## src/rtl/regfile_wb_arbiter.sv

```systemverilog
// regfile_wb_arbiter: shares the regfile write port between pipeline writeback and a long-latency unit,
// and tracks in-flight long-latency destinations to stall decode on RAW/WAW hazards.
module regfile_wb_arbiter #(
    parameter int ADDR_W       = 5,
    parameter int DATA_W       = 32,
    parameter int NUM_REGS     = 32,
    parameter int STARVE_LIMIT = 4
) (
    input  logic              cpu_clk_50M,
    input  logic              cpu_rst,
    input  logic              pipe_we,
    input  logic [ADDR_W-1:0] pipe_wa,
    input  logic [DATA_W-1:0] pipe_wd,
    output logic              pipe_hold,
    input  logic              ll_issue,
    input  logic [ADDR_W-1:0] ll_issue_wa,
    input  logic              ll_valid,
    input  logic [ADDR_W-1:0] ll_wa,
    input  logic [DATA_W-1:0] ll_wd,
    output logic              ll_ready,
    input  logic              chk_re1,
    input  logic              chk_re2,
    input  logic [ADDR_W-1:0] chk_ra1,
    input  logic [ADDR_W-1:0] chk_ra2,
    input  logic              chk_we,
    input  logic [ADDR_W-1:0] chk_wa,
    output logic              hazard_stall,
    output logic              issue_err,
    output logic              rf_we,
    output logic [ADDR_W-1:0] rf_wa,
    output logic [DATA_W-1:0] rf_wd
);
    logic [NUM_REGS-1:0] pending_q, pending_d, set_v, clr_v;
    logic [3:0]          wait_cnt_q, wait_cnt_d;
    logic                issue_err_q, issue_err_d;
    logic                grant_ll, commit;

    always_comb begin
        pipe_hold    = !cpu_rst && (wait_cnt_q >= 4'(STARVE_LIMIT));
        grant_ll     = pipe_hold || !pipe_we;
        ll_ready     = !cpu_rst && grant_ll;
        rf_we        = !cpu_rst && (grant_ll ? ll_valid : 1'b1);
        rf_wa        = !rf_we ? '0 : grant_ll ? ll_wa : pipe_wa;
        rf_wd        = !rf_we ? '0 : grant_ll ? ll_wd : pipe_wd;
        commit       = ll_valid && ll_ready;
        // A register committing this cycle still stalls; the bypass supplies it next cycle.
        hazard_stall = !cpu_rst && ((chk_re1 && pending_q[chk_ra1]) ||
                                    (chk_re2 && pending_q[chk_ra2]) ||
                                    (chk_we  && pending_q[chk_wa]));
        issue_err    = issue_err_q && !cpu_rst;
        wait_cnt_d   = (!ll_valid || commit) ? 4'd0 :
                       (wait_cnt_q == 4'hf) ? wait_cnt_q : wait_cnt_q + 4'd1;
        set_v        = (ll_issue && ll_issue_wa != '0) ? NUM_REGS'(1) << ll_issue_wa : '0;
        clr_v        = commit ? NUM_REGS'(1) << ll_wa : '0;
        pending_d    = (pending_q & ~clr_v) | set_v;
        issue_err_d  = issue_err_q || (ll_issue && pending_q[ll_issue_wa] &&
                                       !(commit && ll_wa == ll_issue_wa));
    end

    always_ff @(posedge cpu_clk_50M) begin
        if (cpu_rst) begin
            pending_q   <= '0;
            wait_cnt_q  <= '0;
            issue_err_q <= 1'b0;
        end else begin
            pending_q   <= pending_d;
            wait_cnt_q  <= wait_cnt_d;
            issue_err_q <= issue_err_d;
        end
    end
endmodule

```

## config.mk

```make
export PLATFORM = sky130hd
export DESIGN_NAME = regfile_wb_arbiter
export DESIGN_NICKNAME = d
export VERILOG_FILES = /design/src/rtl/regfile_wb_arbiter.sv
export SDC_FILE = /design/constraint.sdc
export NUM_CORES = 1
export LEC_CHECK = 0
export CAP_MARGIN = 10
export CORE_MARGIN = 8
export CORE_UTILIZATION = 44
export CTS_BUF_LIST = sky130_fd_sc_hd__clkbuf_2
export DETAILED_ROUTE_END_ITERATION = 12
export PLACE_DENSITY = 0.81
export SLEW_MARGIN = 20
export SYNTH_ARGS = -nofsm -noshare
export SYNTH_HDL_FRONTEND = slang
export SYNTH_SLANG_ARGS = --single-unit
```

## constraint.sdc

```tcl
create_clock -name cpu_clk_50M -period 2.7 [get_ports cpu_clk_50M]
set_clock_uncertainty 0.15 [all_clocks]
set_input_delay 0.675 -clock cpu_clk_50M [delete_from_list [all_inputs] [get_ports cpu_clk_50M]]
set_output_delay 0.675 -clock cpu_clk_50M [all_outputs]
set_load 0.05 [all_outputs]
```

==> impl_results.md, run 1 <==
- Setup CP Type: flip-flop to output port
- YS warnings: 0
- Worst Tran Pin Value: 0.755 ns
- Die footprint: 10,600 um2
- Leak: 0.00239 uW
- Ports: around 140
- H-tree levels: 2
- Violated checks: negative setup slack
- Width of the die: 103 um
- CTS Buffer Depth: 2
- Worst path arrival time: 2.25 ns
- Final net count: 709
- Clk slew on worst S/H paths: around 0.21 ns
- Power Density: 300 nW/um2
- Worst setup EP type: output port
- Vias: 4,619
- Clk Tree Root Cell: clkbuf_2
- Wire per inst: 26.6 um
- Hpwl dp: 11,700 um
- Hold Path Class: flip-flop to flip-flop
- Post-synthesis async set-or-reset flop share: 0%
- Number of buffers created by CTS: 5
- Global-route wire length before repair: 24,700 um
- Post-Syn Instances: between 400 and 500
- Port Buffers: 143
- Slew margin rel.: 49.2%
- Final core utilization: 87.2%
- Syn_nets: 527
- Final cell count without fillers: 706
- Placed Cells incl. Taps: a little under 700
- CP Launch Type: flip-flop
- Final routed DRC violation total: 0
- Largest net degree at the start of global routing: 37
- Yosys reg bits: 37
- 1st-iter DRT viols: 655
- Tcrit/Tclk final: 114%
- Fmax: 0.325 GHz
- Worst hold slack: approximately 0.40 ns
- Vias in the first global route: 4,392
- Total power: 1910 uW
- CTS tree: yes
- Cell Area, Synth: 3310 um2
- Share of post-route cells with drive strength above 1: 39.0%
- Worst Path Max Fanout: 5
- DRT Pass-1 Iters: 7
- Tmin final: 3.08 ns
- Max Cap Violations: 0
- Data required time of the worst path: between 1.5 and 2 ns
- CTS Sinks: 37
- ANT nets after route: 0
- Setup slack after layout: -0.379 ns
- GRT Residual Overflow: 0
- Global Route Usage Sum: 30.8%
- Post-Route WL: 18,800 um
- Row Count: 31
- EDFF count, synth: 0
- Area growth syn-to-layout: 91.8%
- Clk Latency, worst-skew pair: 0.39 ns
- Most common cell after layout, fill and taps aside: nand2_1
- Avg Inst Size Synth: 7.82 um2
- Most frequent cells in the layout: nand2_1, clkdlybuf4s50_1, buf_4
- RSZ-0062 raised after global routing: true
- Status: finished with violations
- Fin area: 6360 um2
- Die height: around 100 um
- # setup viols final: 19
- Final hold violation count: 0
- Gpl congestion: 1.04
- Yosys cell types: 44
- DP Area: 5610 um2
- N_diodes: 0
- Max rail drop VDD: approximately 0.39 mV
- Initial antenna violation count: 0
- Max-slew violations: 0
- Sequential cell area fraction in the yosys report: 22.3%
- Most used DFF post-synth: dfxtp_1
- Via-to-Cell Ratio: approximately 6.5
- Starting density of the core: around 45%
- Core area: roughly 7300 um2
[power by group]
group / leakage [uW] / internal [uW] / switching, uW
Sequential: 0.000303 / 555 / 13.4
Clock: 0.0000432 / 162 / 200
Combinational: 0.00204 / 473 / 503
[cells by family after synthesis]
kind of cell	after synthesis	synth area share, %
and+or+nand+nor	182	25.6
AOI/OAI and AO/OA	109	18.2
muxes	48	26.0
buffers and inverters	40	5.85
DFF	37	22.3
xor gates and xnor gates	6	1.59
adders and majority gates	1	0.377
other	1	0.113
[cell type report]
class                   instances  area [um2]
flip-flops and latches         37         752
clock buffers                   6        30.0
clock inverters                 2        38.8
multi-input cells             347        2900
inverters                       3        11.3
well taps                      99         124
fillers                       322         935
repair buffers                212        2500
[per-layer routing]
metal,wire length [um],vias up,track usage [%]
met3,2050,142,5.74
li1,-,1887,-
met4,1490,0,8.45
met5,0,-,0
met2,9150,386,57.1
met1,6110,2204,35.0
[through the flow]
| stage | setup TNS, ns | setup slack [ns] |
|---|---|---|
| 2_1_floorplan | -1.18 | -0.347 |
| 4_1_cts | -1.05 | -0.308 |
| 5_1_grt | -3.54 | -0.435 |
| 3_3_place_gp | -25.83 | -0.729 |
| 6_report | -1.62 | -0.379 |
| 3_5_place_dp | -25.35 | -0.812 |
[repair_timing]
action,CTS,global route
endpoints found under the setup margin,41,39
gates resized for setup,84,58
hold endpoints to repair,0,0
hold buffers,0,0
pin swaps,6,18
buffers inserted,12,3
gates cloned,2,6
[sequential cells by signal, indices dropped and copies added, names as in the netlist]
name,count
pending_q,32
issue_err_q,1
wait_cnt_q,4
[worst max-delay path, stage by stage (launching register included)]
cell and delay [ns]:
dfxtp_1 0.44, mux4_2 0.49, mux2i_1 0.16, nor4b_1 0.09, nor4_2 0.29, nand4_1 0.20
buf_12 0.20
[synth_stat cells (3+ instances only)]
cell / count / area [um2]
o21ai_2: 7 / 61.3
nand3_1: 6 / 30.0
nor3_1: 4 / 20.0
nand2_1: 111 / 417
xor2_1: 4 / 35.0
nand4_1: 3 / 18.8
nand3b_1: 7 / 52.6
nor2b_1: 4 / 25.0
mux4_2: 29 / 653
inv_1: 3 / 11.3
clkbuf_1: 19 / 71.3
nor4_1: 5 / 31.3
a21oi_1: 70 / 350
buf_2: 11 / 55.1
o21ai_0: 24 / 120
mux2i_1: 17 / 170
nand2b_1: 6 / 37.5
nor4b_1: 3 / 26.3
dfxtp_1: 37 / 741
nor2_1: 18 / 67.6
nor3b_1: 4 / 30.0
buf_6: 3 / 33.8
[worst paths after layout]
| kind | startpoint | to | slack [ns] | depth (start not counted) |
|---|---|---|---|---|
| setup / recovery | pending_q[10] | hazard_stall | -0.38 | 6 |
| hold / removal | pending_q[13] | pending_q[13] | 0.40 | 2 |
| hold reg to reg | pending_q[13] | pending_q[13] | 0.40 | 2 |
| setup reg to reg | wait_cnt_q[2] | pending_q[5] | 0.61 | 8 |
Power figures use the tool's default switching activity.
==> inputs of run 2 (changes only) <==
- CORE_UTILIZATION: 44 -> 25
- GPL_ROUTABILITY_DRIVEN: default -> 0
- PLACE_DENSITY: 0.81 -> 0.5
- clock period: 2.7 -> 3.9 ns (I/O delays scaled with it)
==> run 2 against run 1 <==
Net effect: die area up 63%; global-route usage shrank 14 points; worst hold slack worse by 0.0094 ns; final cell count up 5.0%; combinational power fell by 46%; via count decreased by 17%; first-iteration DRC count fell by 60%; worst setup slack improved by 0.46 ns; total power shrank 39%; critical endpoint unchanged; highest routed layer unchanged; final area fell by 13%; the run now ends clean; utilization down 45 points.
==> impl_results.md, run 2 (same netlist as run 1, synthesis figures left out) <==
- Hold depth: 2 (unchanged)
- Post-Route WL: 14,700 um (was 18,800 um)
- Fmax: 0.262 GHz
- Worst R2R Start: wait_cnt_q[2] (unchanged)
- Global Route Usage Sum: 16.5% (was 30.8%)
- Worst-case reg-to-reg path depth: 6 (was 8)
- Worst Path Max Fanout: 4 (was 5)
- Clk Latency, worst-skew pair: 0.39 ns (about the same)
- CP Launch Type: input port (was flip-flop)
- Fin area: 5520 um2 (was 6360 um2)
- Max Cap Violations: 0 (unchanged)
- RSZ-0062 raised after global routing: false (was true)
- Die height: 131 um (was 103 um)
- H-tree levels: 2 (unchanged)
- Final routed DRC violation total: 0 (unchanged)
- Number of buffers created by CTS: 5 (unchanged)
- Critical path endpoint: hazard_stall (unchanged)
- Fill cells: 1,325 (was 322)
- Largest net degree at the start of global routing: 39 (was 37)
- Hold Path Class: flip-flop to flip-flop (unchanged)
- Width of the die: 131 um (was 103 um)
- Hpwl dp: 11,800 um (was 11,700 um)
- Max reg flops: 32 (unchanged)
- Worst setup EP type: output port (unchanged)
- Worst path arrival time: 2.69 ns (was 2.25 ns)
- Row Count: 42 (was 31)
- Leak: 0.00206 uW (was 0.00239 uW)
- Vias in the first global route: 3,999 (was 4,392)
- RR Endpoint: pending_q[5] (unchanged)
- Core area: 13,100 um2 (was 7290 um2)
- Vias: 3,821 (was 4,619)
- Clk slew on worst S/H paths: 0.19 ns (was 0.21 ns)
- Max rail drop VDD: 0.0978 mV (was 0.385 mV)
- Cell Int Power: 759 uW (was 1190 uW)
- DRT Pass-1 Iters: 5 (was 7)
- CTS Sinks: 37 (unchanged)
- Final net count: 666 (was 709)
- Area growth syn-to-layout: 66.6% (was 91.8%)
- Via-to-Cell Ratio: 5.16 (was 6.54)
- Die footprint: 17,200 um2 (was 10,600 um2)
- Wire per inst: 19.8 um (was 26.6 um)
- Most frequent cells in the layout: nand2_1, clkdlybuf4s50_1, a21oi_1 (was nand2_1, clkdlybuf4s50_1, buf_4)
- Placed Cells incl. Taps: 731 (was 677)
- Worst hold slack: 0.387 ns (was 0.396 ns)
- Starting density of the core: 25.3% (was 45.5%)
- CTS Hold Bufs: 0 (unchanged)
- TNS Setup: 0 ns (was -1.62 ns)
- Initial antenna violation count: 1 (was 0)
- Data required time of the worst path: 2.77 ns (was 1.88 ns)
- CTS tree: yes (unchanged)
- Top flop regs: pending_q x32, wait_cnt_q x4, issue_err_q x1 (unchanged)
- Power Density: 209 nW/um2 (was 300 nW/um2)
- Final cell count without fillers: 741 (was 706)
- Status: complete, no violations (was finished with violations)
- Slowest stage delay, CP: 0.57 ns (was 0.49 ns)
- Comb pwr share: 45.4% (was 51.2%)
- Worst Tran Pin Value: 0.691 ns (was 0.755 ns)
- Sw frac: 34.3% (was 37.6%)
- Most common cell after layout, fill and taps aside: nand2_1 (unchanged)
- Global-route wire length before repair: 22,800 um (was 24,700 um)
- CTS Buffer Depth: 2 (unchanged)
- Psw: 396 uW (was 716 uW)
- Tmin final: around 3.8 ns
- Worst path cell trace: dlygate4sd2_1 > mux4_1 > mux2i_1 > nor3_1 > nor4_2 > nand4_1 > buf_12 (was mux4_2 > mux2i_1 > nor4b_1 > nor4_2 > nand4_1 > buf_12)
- Final hold violation count: 0 (unchanged)
- Share of post-route cells with drive strength above 1: 21.1% (was 39.0%)
- ANT nets after route: 0 (unchanged)
- # setup viols final: 0 (was 19)
- DP Area: 5450 um2 (was 5610 um2)
- Tcrit/Tclk final: between 90% and 100%
- Slew margin rel.: 53.8% (was 49.2%)
- Max-slew violations: 0 (unchanged)
- Port Buffers: 143 (unchanged)
- Ports: 144 (unchanged)
- 1st-iter DRT viols: 259 (was 655)
- Crit. Startpoint: chk_wa[0] (was pending_q[10])
- GRT Residual Overflow: 0 (unchanged)
- Clk Tree Root Cell: clkbuf_2 (unchanged)
- Most flops, register: pending_q (unchanged)
- CP max stage cell: mux4_1 (was mux4_2)
- Setup CP Type: input port to output port (was flip-flop to output port)
- Final core utilization: 42.2% (was 87.2%)
- Sequential share of power: 34.1% (was 29.8%)
- Clock power frac: 20.5% (was 19.0%)
- Flop2flop setup slack: 1.76 ns (was 0.61 ns)
run 2: changes by cell type in the layout (fill, tap and decap cells not counted), moves of 8 or more:
cell | before | now
nand2_2 | 14 | 0
a21oi_4 | 37 | 0
buf_8 | 8 | 0
buf_12 | 32 | 46
buf_6 | 21 | 2
buf_4 | 45 | 20
a21oi_1 | 33 | 70
nand2_1 | 90 | 111
run 2: how the worst min path moves through the flow:
stage	start	to	slack, ns
2_1_floorplan	wait_cnt_q[1]	wait_cnt_q[1]	0.31
3_3_place_gp	wait_cnt_q[1]	wait_cnt_q[1]	0.33
3_5_place_dp	wait_cnt_q[1]	wait_cnt_q[1]	0.36
4_1_cts	pending_q[1]	pending_q[1]	0.39
5_1_grt	pending_q[3]	pending_q[3]	0.43
6_report	wait_cnt_q[1]	wait_cnt_q[1]	0.39
run 2: layout make-up:
cell class                      count  area [um2]  share of cell area, %
Multi-Input combinational cell    347        2380                   43.2
Antenna cell                        1        2.50                 0.0453
Clock inverter                      2        33.8                  0.612
Inverter                            3        11.3                  0.204
Sequential cell                    37         741                   13.4
Tap cell                          176         220                   3.99
Timing Repair Buffer              169        2100                   38.0
Clock buffer                        6        30.0                  0.544
run 2: layer usage:
layer	wire [um]	up-vias	track usage (%)	share of wire [%]
li1	-	1795	-	-
met1	5910	1805	18.9	40
met2	6680	200	26.6	46
met3	1730	21	7.47	12
met4	354	0	5.81	2.4
met5	0	-	0	0
run 2: repair_timing:
item	4_1_cts	5_1_grt
buffers inserted	1	0
endpoints found under the setup margin	1	1
pin swaps	2	1
hold endpoints to repair	0	0
gates resized for setup	9	5
run 2: metrics by stage:
stage / setup slack (ns) / power (uW)
3_5_place_dp: -0.240 / 929
5_1_grt: 0.00348 / 1200
3_3_place_gp: -0.228 / 926
6_report: 0.0837 / 1150
4_1_cts: 0.0215 / 1160
2_1_floorplan: 0.212 / 638
run 2: worst max-delay path, delay by kind of cell:
| kind | cells | cell delay, ns |
|---|---|---|
| muxes | 2 | 0.72 |
| and+or+nand+nor | 3 | 0.50 |
| buffers and inverters | 2 | 0.49 |
run 2: power groups by stage:
| stage | Combinational [uW] | Clock (uW) | Sequential (uW) |
|---|---|---|---|
| after floorplan | 242 | 0 | 396 |
| after detailed placement | 527 | 0 | 401 |
| final | 524 | 237 | 394 |
| after global placement | 526 | 0 | 401 |
| after CTS | 528 | 238 | 393 |
| after global routing | 553 | 257 | 395 |
==> inputs of run 3 (changes only) <==
- SETUP_SLACK_MARGIN: default -> 0.2
==> run 3 against run 2 <==
Net effect: global-route usage increased by 0.11 points; final cell count increased by 0.54%; non-clock buffer count is 4 higher; critical endpoint unchanged; largest cell class unchanged; largest power group unchanged.
==> impl_results.md, run 3 (same netlist as run 1, synthesis figures left out) <==
- Hold_sp: wait_cnt_q[1] (unchanged)
- Most frequent cells in the layout: nand2_1, clkdlybuf4s50_1, buf_12 (was nand2_1, clkdlybuf4s50_1, a21oi_1)
- Clk Tree Root Cell: clkbuf_2 (unchanged)
- Global Route Usage Sum: 16.6% (was 16.5%)
- Tmin final: 3.72 ns (was 3.82 ns)
- Row Count: 42 (unchanged)
- Power Density: 207 nW/um2 (was 209 nW/um2)
- Area growth syn-to-layout: 72.2% (was 66.6%)
- Die footprint: 17,200 um2 (unchanged)
- Most flops, register: pending_q (unchanged)
- CP Launch Type: input port (unchanged)
- Data required time of the worst path: 2.77 ns (about the same)
- Port Buffers: 143 (unchanged)
- Sequential share of power: 33.4% (was 34.1%)
- Core area: 13,100 um2 (unchanged)
- RR Endpoint: pending_q[1] (was pending_q[5])
- Hold Path Class: flip-flop to flip-flop (unchanged)
- Top delay family on crit path: multiplexers (unchanged)
- Clock power frac: 19.9% (was 20.5%)
- Setup slack after layout: 0.181 ns (was 0.0837 ns)
- Vias in the first global route: 4,028 (was 3,999)
- Max Cap Violations: 0 (unchanged)
- Vias: 3,881 (was 3,821)
- Sw frac: 34.7% (was 34.3%)
- ANT nets after route: 0 (unchanged)
- Setup WS pre-CTS: -0.240 ns (unchanged)
- Share of post-route cells with drive strength above 1: 29.0% (was 21.1%)
- Starting density of the core: 25.3% (unchanged)
- Cell Int Power: 771 uW (was 759 uW)
- Max reg flops: 32 (unchanged)
- Via-to-Cell Ratio: 5.21 (was 5.16)
- Most common cell after layout, fill and taps aside: nand2_1 (unchanged)
- Leak: 0.00208 uW (was 0.00206 uW)
- Clk Latency, worst-skew pair: 0.39 ns (about the same)
- Hold path endpoint: wait_cnt_q[1] (unchanged)
- Initial antenna violation count: 1 (unchanged)
- Ports: 144 (unchanged)
- Global-route wire length before repair: 22,900 um (was 22,800 um)
- TNS Setup: 0 ns (unchanged)
- Placed Cells incl. Taps: 731 (unchanged)
- Hpwl dp: 11,800 um (unchanged)
- Max rail drop VDD: 0.0977 mV (was 0.0978 mV)
- Final net count: 670 (was 666)
- # setup viols final: 0 (unchanged)
- Worst setup EP type: output port (unchanged)
- CTS Sinks: 37 (unchanged)
- Crit. Startpoint: chk_ra1[1] (was chk_wa[0])
- GRT Residual Overflow: 0 (unchanged)
- Psw: 409 uW (was 396 uW)
- Slew margin rel.: 53.3% (was 53.8%)
- Comb pwr share: 46.8% (was 45.4%)
- Worst Tran Pin Value: 0.699 ns (was 0.691 ns)
- Width of the die: 131 um (unchanged)
- Fmax: 0.269 GHz (was 0.262 GHz)
- Worst path most repeated cell: buf_12
- Worst Path Max Fanout: 5 (was 4)
- Slowest stage delay, CP: 0.50 ns (was 0.57 ns)
- Setup CP Type: input port to output port (unchanged)
- Final core utilization: 43.6% (was 42.2%)
- Final routed DRC violation total: 0 (unchanged)
- CP max stage cell: mux4_2 (was mux4_1)
- DRT Pass-1 Iters: 6 (was 5)
- Status: complete, no violations (unchanged)
- Worst-case reg-to-reg path depth: 6 (unchanged)
- Tcrit/Tclk final: 95.4% (was 97.9%)
- Wire per inst: 20.0 um (was 19.8 um)
- Max-slew violations: 0 (unchanged)
- CP Buf/Inv Count: 3 (was 2)
- Hold depth: 2 (unchanged)
- Final cell count without fillers: 745 (was 741)
- Post-Route WL: 14,900 um (was 14,700 um)
- CTS tree: yes (unchanged)
- Top flop regs: pending_q x32, wait_cnt_q x4, issue_err_q x1 (unchanged)
- Die height: 131 um (unchanged)
- Largest net degree at the start of global routing: 39 (unchanged)
- CTS Buffer Depth: 2 (unchanged)
- Clk slew on worst S/H paths: 0.19 ns (about the same)
- Worst path arrival time: 2.59 ns (was 2.69 ns)
- Number of buffers created by CTS: 5 (unchanged)
- Flop2flop setup slack: 1.75 ns (was 1.76 ns)
- Final hold violation count: 0 (unchanged)
- Worst R2R Start: wait_cnt_q[2] (unchanged)
- RSZ-0062 raised after global routing: true (was false)
- Worst path cell trace: buf_2 > buf_12 > mux4_2 > mux2i_2 > nor4b_2 > nor4_2 > nand4_1 > buf_12 (was dlygate4sd2_1 > mux4_1 > mux2i_1 > nor3_1 > nor4_2 > nand4_1 > buf_12)
- H-tree levels: 2 (unchanged)
- 1st-iter DRT viols: 267 (was 259)
run 3: power by group through the flow:
stage	clock network [uW]	logic, uW	registers [uW]
3_3_place_gp	0	526	401
3_5_place_dp	0	527	401
6_report	234	552	394
5_1_grt	257	581	395
4_1_cts	238	542	393
2_1_floorplan	0	242	396
run 3: worst max path at each step:
stage,endpoint,slack [ns],cells after the start
floorplan,hazard_stall,0.21,6
global placement,hazard_stall,-0.23,8
detailed placement,hazard_stall,-0.24,8
CTS,hazard_stall,0.12,7
global route,hazard_stall,0.09,8
finish,hazard_stall,0.18,8
run 3: final cells by class:
type / count / area, um2
antenna: 1 / 2.50
clock buffer: 6 / 30.0
clock inverter: 2 / 33.8
fill: 1304 / 7380
inverter: 3 / 11.3
multi-input combinational: 347 / 2540
sequential: 37 / 741
tap: 176 / 220
timing repair buffer: 173 / 2130
run 3: worst register-to-register path: stages (launching register included):
cell	delay (ns)
dfxtp_1	0.46
o21bai_4	0.10
and2_4	0.20
buf_12	0.16
or4_1	0.71
o21ai_2	0.20
a21oi_1	0.08
run 3: timing repair:
action	in CTS	in global routing
setup buffers	4	0
cloned	0	1
pin swaps	4	2
resized for setup	41	24
endpoints found under the setup margin	38	39
hold buffers	0	0
run 3: per-layer routing:
| layer | track usage [%] | vias up | share of wire, % |
|---|---|---|---|
| li1 | - | 1805 | - |
| met1 | 19.1 | 1827 | 39 |
| met2 | 27.0 | 223 | 46 |
| met3 | 7.43 | 26 | 13 |
| met4 | 5.42 | 0 | 2.4 |
| met5 | 0 | - | 0 |
run 3: stage by stage:
stage | hold slack, ns | power [uW] | cell area, um2
6_report | 0.389 | 1180 | 5710
3_5_place_dp | 0.357 | 929 | 5450
3_3_place_gp | 0.331 | 926 | 5450
5_1_grt | 0.426 | 1230 | 5710
2_1_floorplan | 0.315 | 638 | 3310
4_1_cts | 0.395 | 1170 | 5630
